==> config.mk <==
export PLATFORM = sky130hd
export DESIGN_NAME = systolic_feeder_flat
export DESIGN_NICKNAME = d
export VERILOG_FILES = /design/src/rtl/systolic_feeder_pkg.sv /design/src/rtl/systolic_feeder_if.sv /design/src/rtl/systolic_feeder_skew_line.sv /design/src/rtl/systolic_feeder.sv /design/src/flat_wrapper.sv
export SDC_FILE = /design/constraint.sdc
export NUM_CORES = 1
export LEC_CHECK = 0
export CORE_ASPECT_RATIO = 2
export CORE_MARGIN = 1.5
export CORE_UTILIZATION = 50
export DETAILED_ROUTE_END_ITERATION = 6
export PLACE_DENSITY = 0.77
export SLEW_MARGIN = 20
export SYNTH_ARGS = -nofsm -noshare
export SYNTH_HDL_FRONTEND = slang
export SYNTH_SLANG_ARGS = --single-unit
==> constraint.sdc <==
create_clock -name clk -period 3.65 [get_ports clk]
set_input_delay 0.365 -clock clk [delete_from_list [all_inputs] [get_ports clk]]
set_output_delay 0.365 -clock clk [all_outputs]
set_load 0.05 [all_outputs]
==> src/rtl/systolic_feeder_pkg.sv <==
// Shared types and default sizing for the systolic array operand feeder.
package feeder_pkg;

  typedef enum logic [2:0] {
    ST_IDLE,
    ST_CLR,
    ST_RUN,
    ST_FLUSH,
    ST_PUSH,
    ST_DONE
  } feeder_state_t;

  localparam int DEF_TILE   = 2;
  localparam int DEF_DATA_W = 8;
  localparam int DEF_LEN_W  = 17;

endpackage

==> src/rtl/systolic_feeder_if.sv <==
// Operand beat stream into the feeder: one A column slice and one B row slice per beat.
// A beat transfers on a rising clk edge where in_valid && in_ready; the master holds
// in_valid/in_a/in_b stable until that edge, and in_ready never depends on in_valid.
interface systolic_feeder_if #(
  parameter int TILE   = 2,
  parameter int DATA_W = 8
);
  logic                   in_valid;
  logic                   in_ready;
  logic [TILE*DATA_W-1:0] in_a;
  logic [TILE*DATA_W-1:0] in_b;

  modport master (output in_valid, output in_a, output in_b, input in_ready);
  modport slave  (input in_valid, input in_a, input in_b, output in_ready);
endinterface

==> src/rtl/systolic_feeder_skew_line.sv <==
// One lane of operand skew: a DEPTH-stage shift register advancing only on en,
// loading zeros instead of d while zero_in is high (array drain).
module skew_line #(
  parameter int DEPTH  = 1,
  parameter int DATA_W = 8
) (
  input  logic              clk,
  input  logic              reset,
  input  logic              en,
  input  logic              zero_in,
  input  logic [DATA_W-1:0] d,
  output logic [DATA_W-1:0] q
);
  logic [DATA_W-1:0] r_sr [DEPTH];

  always_ff @(posedge clk) begin
    if (reset) begin
      for (int i = 0; i < DEPTH; i++) r_sr[i] <= '0;
    end else if (en) begin
      r_sr[0] <= zero_in ? '0 : d;
      for (int i = 1; i < DEPTH; i++) r_sr[i] <= r_sr[i-1];
    end
  end

  assign q = r_sr[DEPTH-1];
endmodule

==> src/rtl/systolic_feeder.sv <==
// Feeds skewed A/B operands into a TILE x TILE systolic array and sequences clear/flush/unload per tile.
// Optional stall counter enabled by defining SYSTOLIC_FEEDER_STALL_CNT_EN.
module systolic_feeder
  import feeder_pkg::*;
#(
  parameter int TILE   = DEF_TILE,
  parameter int DATA_W = DEF_DATA_W,
  parameter int LEN_W  = DEF_LEN_W
) (
  input  logic                     clk,
  input  logic                     reset,
  input  logic                     start,
  input  logic [LEN_W-1:0]         k_len,
  input  logic [LEN_W-1:0]         n_tiles,
  systolic_feeder_if.slave         s_in,
  output logic [TILE*DATA_W-1:0]   a_out,
  output logic [TILE*DATA_W-1:0]   b_out,
  output logic                     feed_en,
  output logic                     acc_clr,
  output logic                     push,
  output logic [$clog2(TILE)-1:0]  push_row,
  output logic                     busy,
  output logic                     done,
  output logic [31:0]              stall_cnt,
  output feeder_state_t            dbg_state
);
  localparam int FLUSH_LEN = 2*TILE - 2;
  localparam int FL_W      = $clog2(2*TILE);
  localparam int ROW_W     = $clog2(TILE);

  feeder_state_t      r_state, w_next;
  logic [LEN_W-1:0]   r_k_len, r_n_tiles, r_beat;
  logic [FL_W-1:0]    r_flush;
  logic [ROW_W-1:0]   r_row;
  logic [2*LEN_W-1:0] r_tile, w_tile_inc;
  logic               w_accept, w_last_beat, w_flush_last, w_row_last, w_more, w_flush;

  assign w_accept     = (r_state == ST_RUN) && s_in.in_valid;
  assign w_last_beat  = (r_beat == r_k_len - LEN_W'(1));
  assign w_flush_last = (r_flush == FL_W'(FLUSH_LEN - 1));
  assign w_row_last   = (r_row == ROW_W'(TILE - 1));
  assign w_tile_inc   = r_tile + (2*LEN_W)'(1);
  assign w_more       = (w_tile_inc < (2*LEN_W)'(r_n_tiles));
  assign w_flush      = (r_state == ST_FLUSH);

  always_ff @(posedge clk) begin
    if (reset) r_state <= ST_IDLE;
    else       r_state <= w_next;
  end

  always_comb begin
    w_next = r_state;
    case (r_state)
      ST_IDLE:  if (start) w_next = (k_len != '0 && n_tiles != '0) ? ST_CLR : ST_DONE;
      ST_CLR:   w_next = ST_RUN;
      ST_RUN:   if (w_accept && w_last_beat) w_next = ST_FLUSH;
      ST_FLUSH: if (w_flush_last) w_next = ST_PUSH;
      ST_PUSH:  if (w_row_last) w_next = w_more ? ST_CLR : ST_DONE;
      ST_DONE:  w_next = ST_IDLE;
      default:  w_next = ST_IDLE;
    endcase
  end

  assign s_in.in_ready = (r_state == ST_RUN);
  assign feed_en       = w_accept || w_flush;
  assign acc_clr       = (r_state == ST_CLR);
  assign push          = (r_state == ST_PUSH);
  assign push_row      = r_row;
  assign busy          = (r_state != ST_IDLE);
  assign done          = (r_state == ST_DONE);
  assign dbg_state     = r_state;

  // Job parameters are latched at launch so the host may change them mid-job.
  always_ff @(posedge clk) begin
    if (reset) begin
      r_k_len   <= '0;
      r_n_tiles <= '0;
      r_beat    <= '0;
      r_flush   <= '0;
      r_row     <= '0;
      r_tile    <= '0;
    end else begin
      case (r_state)
        ST_IDLE: if (start) begin
          r_k_len   <= k_len;
          r_n_tiles <= n_tiles;
          r_tile    <= '0;
        end
        ST_CLR: begin
          r_beat  <= '0;
          r_flush <= '0;
          r_row   <= '0;
        end
        ST_RUN:   if (w_accept) r_beat <= r_beat + LEN_W'(1);
        ST_FLUSH: r_flush <= r_flush + FL_W'(1);
        ST_PUSH: begin
          r_row <= r_row + ROW_W'(1);
          if (w_row_last) r_tile <= w_tile_inc;
        end
        default: ;
      endcase
    end
  end

  // Lane i needs i extra stages so the array sees the classic diagonal wavefront.
  for (genvar i = 0; i < TILE; i++) begin : g_lane
    skew_line #(.DEPTH(i + 1), .DATA_W(DATA_W)) u_skew_a (
      .clk(clk), .reset(reset), .en(feed_en), .zero_in(w_flush),
      .d(s_in.in_a[i*DATA_W +: DATA_W]), .q(a_out[i*DATA_W +: DATA_W])
    );
    skew_line #(.DEPTH(i + 1), .DATA_W(DATA_W)) u_skew_b (
      .clk(clk), .reset(reset), .en(feed_en), .zero_in(w_flush),
      .d(s_in.in_b[i*DATA_W +: DATA_W]), .q(b_out[i*DATA_W +: DATA_W])
    );
  end

`ifdef SYSTOLIC_FEEDER_STALL_CNT_EN
  logic [31:0] r_stall;
  always_ff @(posedge clk) begin
    if (reset)
      r_stall <= '0;
    else if (r_state == ST_CLR && r_tile == '0)
      r_stall <= '0;
    else if (r_state == ST_RUN && !s_in.in_valid && r_stall != 32'hFFFF_FFFF)
      r_stall <= r_stall + 32'd1;
  end
  assign stall_cnt = r_stall;
`else
  assign stall_cnt = '0;
`endif

endmodule

==> src/flat_wrapper.sv <==
// flat-port wrapper written by rule: the top's interface ports become plain ports
module systolic_feeder_flat import feeder_pkg::*;
#(
  parameter int TILE   = DEF_TILE,
  parameter int DATA_W = DEF_DATA_W,
  parameter int LEN_W  = DEF_LEN_W
)
  (clk, reset, start, k_len, n_tiles, a_out, b_out, feed_en, acc_clr, push, push_row, busy, done, stall_cnt, dbg_state, s_in_in_valid, s_in_in_a, s_in_in_b, s_in_in_ready);
  systolic_feeder_if #(.TILE(TILE), .DATA_W(DATA_W)) s_in_i ();
  input  logic clk;
  input  logic reset;
  input  logic start;
  input  logic [LEN_W-1:0] k_len;
  input  logic [LEN_W-1:0] n_tiles;
  output logic [TILE*DATA_W-1:0] a_out;
  output logic [TILE*DATA_W-1:0] b_out;
  output logic feed_en;
  output logic acc_clr;
  output logic push;
  output logic [$clog2(TILE)-1:0] push_row;
  output logic busy;
  output logic done;
  output logic [31:0] stall_cnt;
  output feeder_state_t dbg_state;
  input wire logic [$bits(s_in_i.in_valid)-1:0] s_in_in_valid;
  input wire logic [$bits(s_in_i.in_a)-1:0] s_in_in_a;
  input wire logic [$bits(s_in_i.in_b)-1:0] s_in_in_b;
  output wire logic [$bits(s_in_i.in_ready)-1:0] s_in_in_ready;
  assign s_in_i.in_valid = s_in_in_valid;
  assign s_in_i.in_a = s_in_in_a;
  assign s_in_i.in_b = s_in_in_b;
  assign s_in_in_ready = s_in_i.in_ready;
  systolic_feeder #(.TILE(TILE), .DATA_W(DATA_W), .LEN_W(LEN_W)) u_core (.clk(clk), .reset(reset), .start(start), .k_len(k_len), .n_tiles(n_tiles), .s_in(s_in_i), .a_out(a_out), .b_out(b_out), .feed_en(feed_en), .acc_clr(acc_clr), .push(push), .push_row(push_row), .busy(busy), .done(done), .stall_cnt(stall_cnt), .dbg_state(dbg_state));
endmodule
* Word level (Yosys, flattened, before mapping)
Memory sizes are Yosys's and may differ from the RTL's. Cells that the tools add are included.
Cells by class: bitwise gates (word level) 4, reductions and logical operators 18, div/mod/pow operators 0, multiplexer cells 31, equality and inequality tests 12, multiply operators 0, shifts and indexed selects 0, $lt $le $gt $ge 1, $add $sub $neg 5
Operators with widths (count):
- two-way mux 8 bit | 10
- two-way mux 34 bit | 2
- one-hot mux 34 bit (2 select lines) | 1
- adder 34 x 1 -> 34 bit (second input constant) | 1
- < comparator 34 x 17 -> 1 bit | 1
- one-hot mux 17 bit (2 select lines) | 1
- nonzero test 17 bit | 2
- two-way mux 3 bit | 6
- adder 17 x 1 -> 17 bit (second input constant) | 1
- == test 17 bit | 1
- two-way mux 17 bit | 1
- subtractor 17 x 1 -> 17 bit (second input constant) | 1
- OR reduction 8 bit | 2
- one-hot mux 3 bit (5 select lines) | 1
- != test 2 x 1 -> 1 bit (second input constant) | 4
- nonzero test 2 bit | 4
- two-way mux 1 bit | 7
- == test 3 x 2 -> 1 bit (second input constant) | 2
- == test 3 bit (second input constant) | 2
- OR 1 bit | 4
- one-hot mux 2 bit (2 select lines) | 1
- AND reduction 2 bit | 2
- AND reduction 4 bit | 1
- == test 3 x 1 -> 1 bit (second input constant) | 1
- other kinds (10) | 12
Storage, ports and cells: memories kept 4, bits in read-only memories 0, logic and storage cells 82, output and inout port bits 74, RAM bits 48, register bits after elaboration 91, latch bits 0, input port bits 70
Memory list:
- u_core.g_lane[1].u_skew_a.r_sr | words 2, bits a word 8, read ports 2, clocked after Yosys merged registers in 0, wr ports 2, RTL line systolic_feeder_skew_line.sv:14 | logic [DATA_W-1:0] r_sr [DEPTH];
- u_core.g_lane[1].u_skew_b.r_sr | words 2, bits a word 8, read ports 2, clocked after Yosys merged registers in 0, wr ports 2, RTL line systolic_feeder_skew_line.sv:14
- u_core.g_lane[0].u_skew_a.r_sr | words 1, bits a word 8, read ports 1, clocked after Yosys merged registers in 0, wr ports 1, RTL line systolic_feeder_skew_line.sv:14
- u_core.g_lane[0].u_skew_b.r_sr | words 1, bits a word 8, read ports 1, clocked after Yosys merged registers in 0, wr ports 1, RTL line systolic_feeder_skew_line.sv:14

* Depth between registers and ports, before layout
Gate-level depths: netlist of the first run.
depth after elaboration 8, depth in mapped cells 15, mapped depth without buffers 15

* By module
From an unflattened synthesis of the first run, not the netlist that was laid out.
Second synthesis, totals: cells, all modules 884, area total of the unflattened synthesis 7880.1 µm²
Modules (own cells, without submodules):
- systolic_feeder | cells each 764, seq. area each 1821.7 µm², area each 5690.5 µm², times used 1
- skew_line at u_core.g_lane[1].u_skew_a ... | cells each 43, seq. area each 480.5 µm², area each 748.2 µm², times used 2
- skew_line at u_core.g_lane[0].u_skew_a ... | cells each 17, seq. area each 240.2 µm², area each 346.6 µm², times used 2

* Worst setup path before layout of the first run
Ideal clock, no wire load.
kind register to register, from register u_core.r_state[1] (netlist: u_core.dbg_state[1]), to register u_core.r_state[2] (netlist: u_core.dbg_state[2]), buffers on the path 1, setup time 70 ps, period minus slack after synthesis 3417 ps, required time 3580 ps, stages on the path, launching flop included 10, data arrival time 3347 ps, path slack 233 ps, path through dfxtp_1 buf_2 inv_1 nor3_1 nand4_1 nor4b_1 nand4b_1 o41ai_2 a21oi_1 a21oi_1
Between the ends: word-level cells in the longest chain between the ends 5, elaborated cells between the ends (all ways) 13, those cells by class 8 x eq/ne; 1 x mux; 4 x reduce/logical
RTL lines:
- start, declared | RTL line systolic_feeder.sv:31 | feeder_state_t r_state, w_next;
- start signal, assigned | RTL line systolic_feeder.sv:48 | else r_state <= w_next;
- == test 3 x 2 -> 1 bit (*)
- named net s_in_in_ready | RTL line flat_wrapper.sv:28 | output wire logic [$bits(s_in_i.in_ready)-1:0] s_in_in_ready;
- logical AND 1 bit | RTL line systolic_feeder.sv:38 | assign w_accept = (r_state == ST_RUN) && s_in.in_valid;
- logical AND 1 bit | RTL line systolic_feeder.sv:56 | ST_RUN: if (w_accept && w_last_beat) w_next = ST_FLUSH;
- != test 2 x 1 -> 1 bit (no source line)
- AND reduction 4 bit (no source line)
The timed path passes the listed nets; every way through them passes the cells marked *. A chain may end at the register's enable or synchronous reset.

* Final worst setup path of the first run
from register u_core.r_tile[0], to register u_core.r_state[2] (netlist: u_core.dbg_state[2])
Between the ends: word-level cells in the longest chain between the ends 5
RTL lines:
- start, declared | RTL line systolic_feeder.sv:35 | logic [2*LEN_W-1:0] r_tile, w_tile_inc;
- start signal, assigned | RTL line systolic_feeder.sv:98 | if (w_row_last) r_tile <= w_tile_inc;
- adder 34 x 1 -> 34 bit | RTL line systolic_feeder.sv:42 | assign w_tile_inc = r_tile + (2*LEN_W)'(1);
- < comparator 34 x 17 -> 1 bit | RTL line systolic_feeder.sv:43 | assign w_more = (w_tile_inc < (2*LEN_W)'(r_n_tiles));
- two-way mux 3 bit (2 in series) | RTL line systolic_feeder.sv:58 | ST_PUSH: if (w_row_last) w_next = w_more ? ST_CLR : ST_DONE;
- one-hot mux 3 bit (5 select lines) | RTL line systolic_feeder.sv:53 | case (r_state)
No other way between the ends. The select of a mux whose other input is x is not followed.

==> flow_summary.toml, run 1 <==
[floorplanning]
num_rows = 64
num_io_pins = 144
die_height_um = 179
die_area_sq_um = 16400
die_w_um = 91.2
core_sq_um = 15300
initial_utilization_pct = 50.9

[clocking]
clk_transition_reported_paths_ps = 60
post_cts_resized = 0
cts_inserted_buffers = 17
clockRootBuffer = "clkbuf_16"
cts_hold_buffers = 0
htreeDepth = 4
cts_tree = "yes"
worstSkewPairLatency_ps = 420
clock_sinks = 139
clock_path_buffers = 2
postCtsSetupRepairBufs = 0

[yosys]
yosysMostFrequentCell = "nand2_1"
synthArstFlopShare_pct = 0
synthCells = 901
netlist_area_sq_um = 7780
synth_top_area_cell = "dfxtp_1"
ys_seq_elements = 139
netlist.area_leader.share_pct = 23.4
ys_seq_area_share_pct = 41.9
ys.warnings.count = 0
synth_ff_type = "dfxtp_1"
ys_top_cells_by_count = "nand2_1, dfxtp_1, nor2_1, a21oi_1, and2_1"
postSynthAreaPerCell_sq_um = 8.64
synth_edf_count = 48
ys_types = 71
synthTopCellsByArea = "dfxtp_1, edfxtp_1, nand2_1"

[placement]
place_ws_ps = 221
io_buffer_count = 111
gp_congestion = 0.903
dp_hpwl_um = 13600

[timing]
finalHoldViolCount = 0
slew_headroom_pct = 37.9
fin_worst_skew_ps = 10.3
rsz0062_at_grt = "false"
final.min_clock_period_ps = 3390
final.period_utilization_pct = 92.8
layout_setup_ws_ps = 264
slew_violations = 0
setup_tns_ps = 0
finalSetupViolCount = 0
worstMarginPinSlew_ps = 923
clock.fmax_ghz = 0.295

[worst_setup_path]
rr_startpoint = "u_core.r_tile[0]"
critical_path_buf_inv_count = 0
path_depth = 15
path_max_fanout = 7
crit_required_ps = 3950
worstSetupStartpointType = "flip-flop"
crit_end = "u_core.dbg_state[2]"
reg2reg_depth = 15
cp_slowest_stage_delay_ps = 440
path_cells = "ha_2 -> nand3_1 -> nor2_2 -> nand3_2 -> nor2_2 -> xor2_1 -> ha_1 -> nand2_1 -> o21ai_0 -> a2111oi_0 -> o21ai_0 -> o221ai_2 -> nand4b_1 -> o31ai_1 -> a21oi_1"
crit_family = "compound AO/OA/AOI/OAI gates"
r2r_end = "u_core.dbg_state[2]"
critPathKind = "flip-flop to flip-flop"
cp-end-kind = "flip-flop"
worstPathArrival_ps = 3690
cp-startpoint = "u_core.r_tile[0]"
cp_slowest_cell = "dfxtp_1"
reg2reg_slack_ps = 260

[final_layout]
drive_gt1_share_pct = 7.11
area_growth_syn_to_layout_pct = 19.3
regArea_sq_um = 3260
multiInputGateArea_sq_um = 3940
antenna_cells = 0
fillers = 1339
nets = 1062

[route]
num_vias = 6558
dr.first_iter.drc_count = 309
drc = 2
wirelength_um = 18700
dr.pass1.iters = 7
ant_nets = 0
via_per_inst = 5.54
wire_per_inst_um = 15.8

[power_and_ir_drop]
p_per_area_nw_per_um2 = 559
power_frac_comb_pct = 31.8
total_power_mw = 5.20
clkPwrFrac_pct = 31.0
p_seq_share_pct = 37.3
p_sw_share_pct = 36.4
p_sw_mw = 1.89
p_int_mw = 3.30
leakage_nw = 3.48
irDropWorstVdd_uv = 355

[status]
status = "finished, violations left"
violations = "design-rule violations"

[grt]
grt_pass1_vias = 6363
grt_max_degree = 76
grt_pass1_wl_um = 30400
grt_use_total_pct = 23.6
antenna_found_initial = 0
overflow = 0

[worst_hold_path]
worstHoldPathType = "input pin to flip-flop"
hp-start = "reset"

[job]
cap_viol_max_count = 0
flip-flops by register name (all words and copies together) (netlist names):
| name | flops |
|---|---|
| u_core.dbg_state | 3 |
| u_core.g_lane.u_skew_a.r_sr | 24 |
| u_core.g_lane.u_skew_b.r_sr | 24 |
| u_core.push_row | 1 |
| u_core.r_beat | 17 |
| u_core.r_flush | 2 |
| u_core.r_k_len | 17 |
| u_core.r_n_tiles | 17 |
| u_core.r_tile | 34 |
final cells by class:
class | instances | area share (%)
multi-input cells | 665 | 42.4
flip-flops and latches | 139 | 35.1
repair buffers | 120 | 12.6
clock buffers | 19 | 4.66
well taps | 198 | 2.67
clock inverters | 13 | 1.28
inverters | 29 | 1.17
worst min-delay path by stage:
stage / end / cells past startpoint
floorplan: u_core.r_n_tiles[10] / 2
global placement: u_core.r_n_tiles[14] / 2
detailed placement: u_core.r_n_tiles[15] / 2
CTS: u_core.r_flush[1] / 2
global route: u_core.r_beat[0] / 2
finish: u_core.r_flush[1] / 2
cell usage in the layout (no fill, tap or decap), drive strengths merged, types with 6 or more instances in the layout:
cell type | netlist | routed
a211oi | 8 | 8
a21oi | 75 | 75
a22oi | 9 | 9
a31oi | 12 | 12
and2 | 52 | 52
and3 | 16 | 16
and4 | 6 | 6
buf | 59 | 10
clkbuf | 40 | 19
clkdlybuf4s50 | 0 | 110
conb | 1 | 32
dfxtp | 91 | 91
edfxtp | 48 | 48
ha | 20 | 20
inv | 29 | 32
nand2 | 120 | 120
nand3 | 22 | 22
nand3b | 6 | 6
nand4 | 16 | 16
nor2 | 80 | 80
nor3 | 20 | 20
nor4 | 20 | 20
o21ai | 29 | 29
or3 | 6 | 6
xnor2 | 31 | 31
xor2 | 29 | 29
cells by family (layout without fill, tap and decap cells):
group,Yosys count,in the layout,share of synthesized area (%)
AOI/OAI and AO/OA,161,161,12.4
DFF,139,139,41.9
and+or+nand+nor,390,390,26.1
xor gates and xnor gates,60,60,6.75
adders and majority gates,20,20,3.22
other,1,32,0.0482
buffers and inverters,128,181,9.25
muxes,2,2,0.273
per-stage QoR:
| step | cells | hold WS (ps) | utilization, % | instance area [sq um] |
|---|---|---|---|---|
| final | 1183 | 188 | 60.7 | 9290 |
| after CTS | 1183 | 169 | 60.6 | 9260 |
| after global placement | 1151 | 443 | 57.0 | 8710 |
| after detailed placement | 1151 | 451 | 57.0 | 8710 |
| after floorplan | 932 | 436 | - | 7900 |
| after global routing | 1183 | 195 | 60.7 | 9290 |
metal layers:
| layer | share of wire, % | global-route usage, % |
|---|---|---|
| met5 | 0 | 0 |
| met4 | 6.0 | 15.9 |
| met3 | 4.6 | 4.31 |
| met2 | 56 | 45.3 |
| met1 | 33 | 21.6 |
power by group through the flow:
stage	clock, mW	combinational (mW)	sequential [mW]
final	1.61	1.65	1.94
after global routing	1.71	1.79	1.96
after CTS	1.65	1.64	1.94
after detailed placement	0	1.64	1.97
after global placement	0	1.62	1.96
after floorplan	0	1.12	2.05
Note: power is estimated with default switching activity, not from simulation.
==> inputs of run 2 (changes only) <==
--- a/config.mk
+++ b/config.mk
@@ -5,8 +5,9 @@
 export SDC_FILE = /design/constraint.sdc
 export NUM_CORES = 1
 export LEC_CHECK = 0
+export CAP_MARGIN = 40
 export CORE_ASPECT_RATIO = 2
-export CORE_MARGIN = 1.5
+export CORE_MARGIN = 5
 export CORE_UTILIZATION = 50
 export DETAILED_ROUTE_END_ITERATION = 6
 export PLACE_DENSITY = 0.77
==> run 2 against run 1 <==
Net effect:
- the flow now finishes without violations
- via count decreased by 0.67%
- combinational power about the same
- utilization increased by 0.42 points
- worst hold slack got worse by 16 ps
- first-iteration DRC count increased by 11%
- clock skew decreased by 2.2 ps
- flip-flop and latch count unchanged
- maximum frequency increased by 3.1%
- critical path type unchanged
==> flow_summary.toml, run 2 (synthesized netlist as in run 1, its figures left out) <==
[status]
status = "finished, final reports clean"

[clocking]
clock_sinks = 139
post_cts_resized = 0
clockRootBuffer = "clkbuf_16"
cts_hold_buffers = 0
cts_inserted_buffers = 17
postCtsSetupRepairBufs = 0
htreeDepth = 4
clk_transition_reported_paths_ps = 60
clock_path_buffers = 2
worstSkewPairLatency_ps = 430
cts_tree = "yes"

[grt]
grt_pass1_vias = 6367
grt_use_total_pct = 21.6
overflow = 0
grt_pass1_wl_um = 31900
antenna_found_initial = 0
grt_max_degree = 76

[timing]
finalHoldViolCount = 0
worstMarginPinSlew_ps = 821
slew_headroom_pct = 45.2
final.period_utilization_pct = 90.0
final.min_clock_period_ps = 3280
finalSetupViolCount = 0
clock.fmax_ghz = 0.304
fin_worst_skew_ps = 8.09
setup_tns_ps = 0
slew_violations = 0

[final_layout]
multiInputGateArea_sq_um = 3930
antenna_cells = 0
reg.largest.list = "u_core.r_tile: 34 flops, u_core.g_lane.u_skew_a.r_sr: 24 flops, u_core.g_lane.u_skew_b.r_sr: 24 flops"
regArea_sq_um = 3260
final_common_cell = "nand2_1"
area_growth_syn_to_layout_pct = 20.2
regMostFlops = "u_core.r_tile"
nets = 1063
final_cell_mix = "nand2_1, clkdlybuf4s50_1, dfxtp_1"
stdcell_count = 1184
drive_gt1_share_pct = 7.20
largest_register_ffs = 34
fillers = 1334

[route]
wirelength_um = 19700
num_vias = 6514
dr.first_iter.drc_count = 342
dr.pass1.iters = 5
drc = 0
via_per_inst = 5.50
wire_per_inst_um = 16.7
ant_nets = 0

[worst_setup_path]
crit_required_ps = 3960
path_cells = "ha_1 -> nand3_1 -> nor2_4 -> nand3_2 -> nor2_2 -> xor2_1 -> ha_1 -> nand2_1 -> o21ai_0 -> a2111oi_0 -> o21ai_0 -> o221ai_1 -> nand4b_1 -> o31ai_1 -> a21oi_1"
worstPathArrival_ps = 3600
cp_slowest_stage_delay_ps = 420
cp-end-kind = "flip-flop"
cp_slowest_cell = "dfxtp_1"
path_max_fanout = 7
critPathKind = "flip-flop to flip-flop"
worstSetupStartpointType = "flip-flop"

[power_and_ir_drop]
leakage_nw = 3.50
irDropWorstVdd_uv = 357
p_per_area_nw_per_um2 = 571

[worst_hold_path]
worstHoldPathType = "input pin to flip-flop"

[floorplanning]
core_sq_um = 15300
die_w_um = 98.2
num_io_pins = 144
initial_utilization_pct = 50.9
num_rows = 64
die_area_sq_um = 18300
die_height_um = 186

[placement]
io_buffer_count = 111
gp_congestion = 0.911
dpl.cell_count = 1151
dp_hpwl_um = 14500

[job]
cap_viol_max_count = 0
## run 2: stage by stage
| step | util [%] | worst slack (ps) | hold WS, ps | cell area (sq um) | power (mW) |
|---|---|---|---|---|---|
| after detailed placement | 57.0 | 226 | 449 | 8720 | 3.62 |
| after floorplan | - | 233 | 436 | 7900 | 3.17 |
| after CTS | 60.9 | 189 | 168 | 9320 | 5.37 |
| after global placement | 56.9 | 332 | 443 | 8700 | 3.59 |
| after global routing | 61.1 | -1.70 | 185 | 9350 | 5.58 |
| final | 61.1 | 366 | 172 | 9350 | 5.34 |
## run 2: final timing paths
kind	startpoint	depth (start not counted)	endpoint	slack, ps
min reg2reg	u_core.r_n_tiles[12]	2	u_core.r_n_tiles[12]	460
max reg2reg	u_core.r_tile[0]	15	u_core.dbg_state[2]	370
min	reset	2	u_core.r_beat[0]	170
max	u_core.r_tile[0]	15	u_core.dbg_state[2]	370
## run 2: power by group
part	leakage, nW	total, mW	internal (mW)	switching (mW)
Combinational	1.98	1.65	0.571	1.08
Clock	0.278	1.75	1.04	0.715
Sequential	1.24	1.94	1.80	0.143
Total	3.50	5.34	3.40	1.94
## run 2: critical path: cells and delay by family, from the launching register on
family / cells / cell delay [ps]
adders and majority gates: 2 / 540
AOI/OAI and AO/OA: 6 / 1070
and+or+nand+nor: 6 / 940
xor gates and xnor gates: 1 / 190
DFF: 1 / 420
## run 2: final cells by class
cell class                      count  share of cell area, %
Multi-Input combinational cell    665                   42.1
Tap cell                          198                   2.65
Clock inverter                     14                   1.69
Clock buffer                       18                   4.70
Sequential cell                   139                   34.9
Inverter                           29                   1.16
Timing Repair Buffer              121                   12.8
## run 2: layer usage
metal / vias up / part of all wire, % / GRT usage, %
li1: 3204 / - / -
met1: 3075 / 34 / 21.2
met2: 180 / 57 / 41.4
met3: 55 / 3.7 / 3.29
met4: 0 / 5.0 / 12.7
met5: - / 0 / 0
==> inputs of run 3 (changes only) <==
--- a/config.mk
+++ b/config.mk
@@ -9,6 +9,7 @@
 export CORE_ASPECT_RATIO = 2
 export CORE_MARGIN = 5
 export CORE_UTILIZATION = 50
+export CTS_CLUSTER_DIAMETER = 60
 export DETAILED_ROUTE_END_ITERATION = 6
 export PLACE_DENSITY = 0.77
 export SLEW_MARGIN = 20
==> results of run 3 <==
The final DEF is identical to that of run 2; final timing and power are the same.
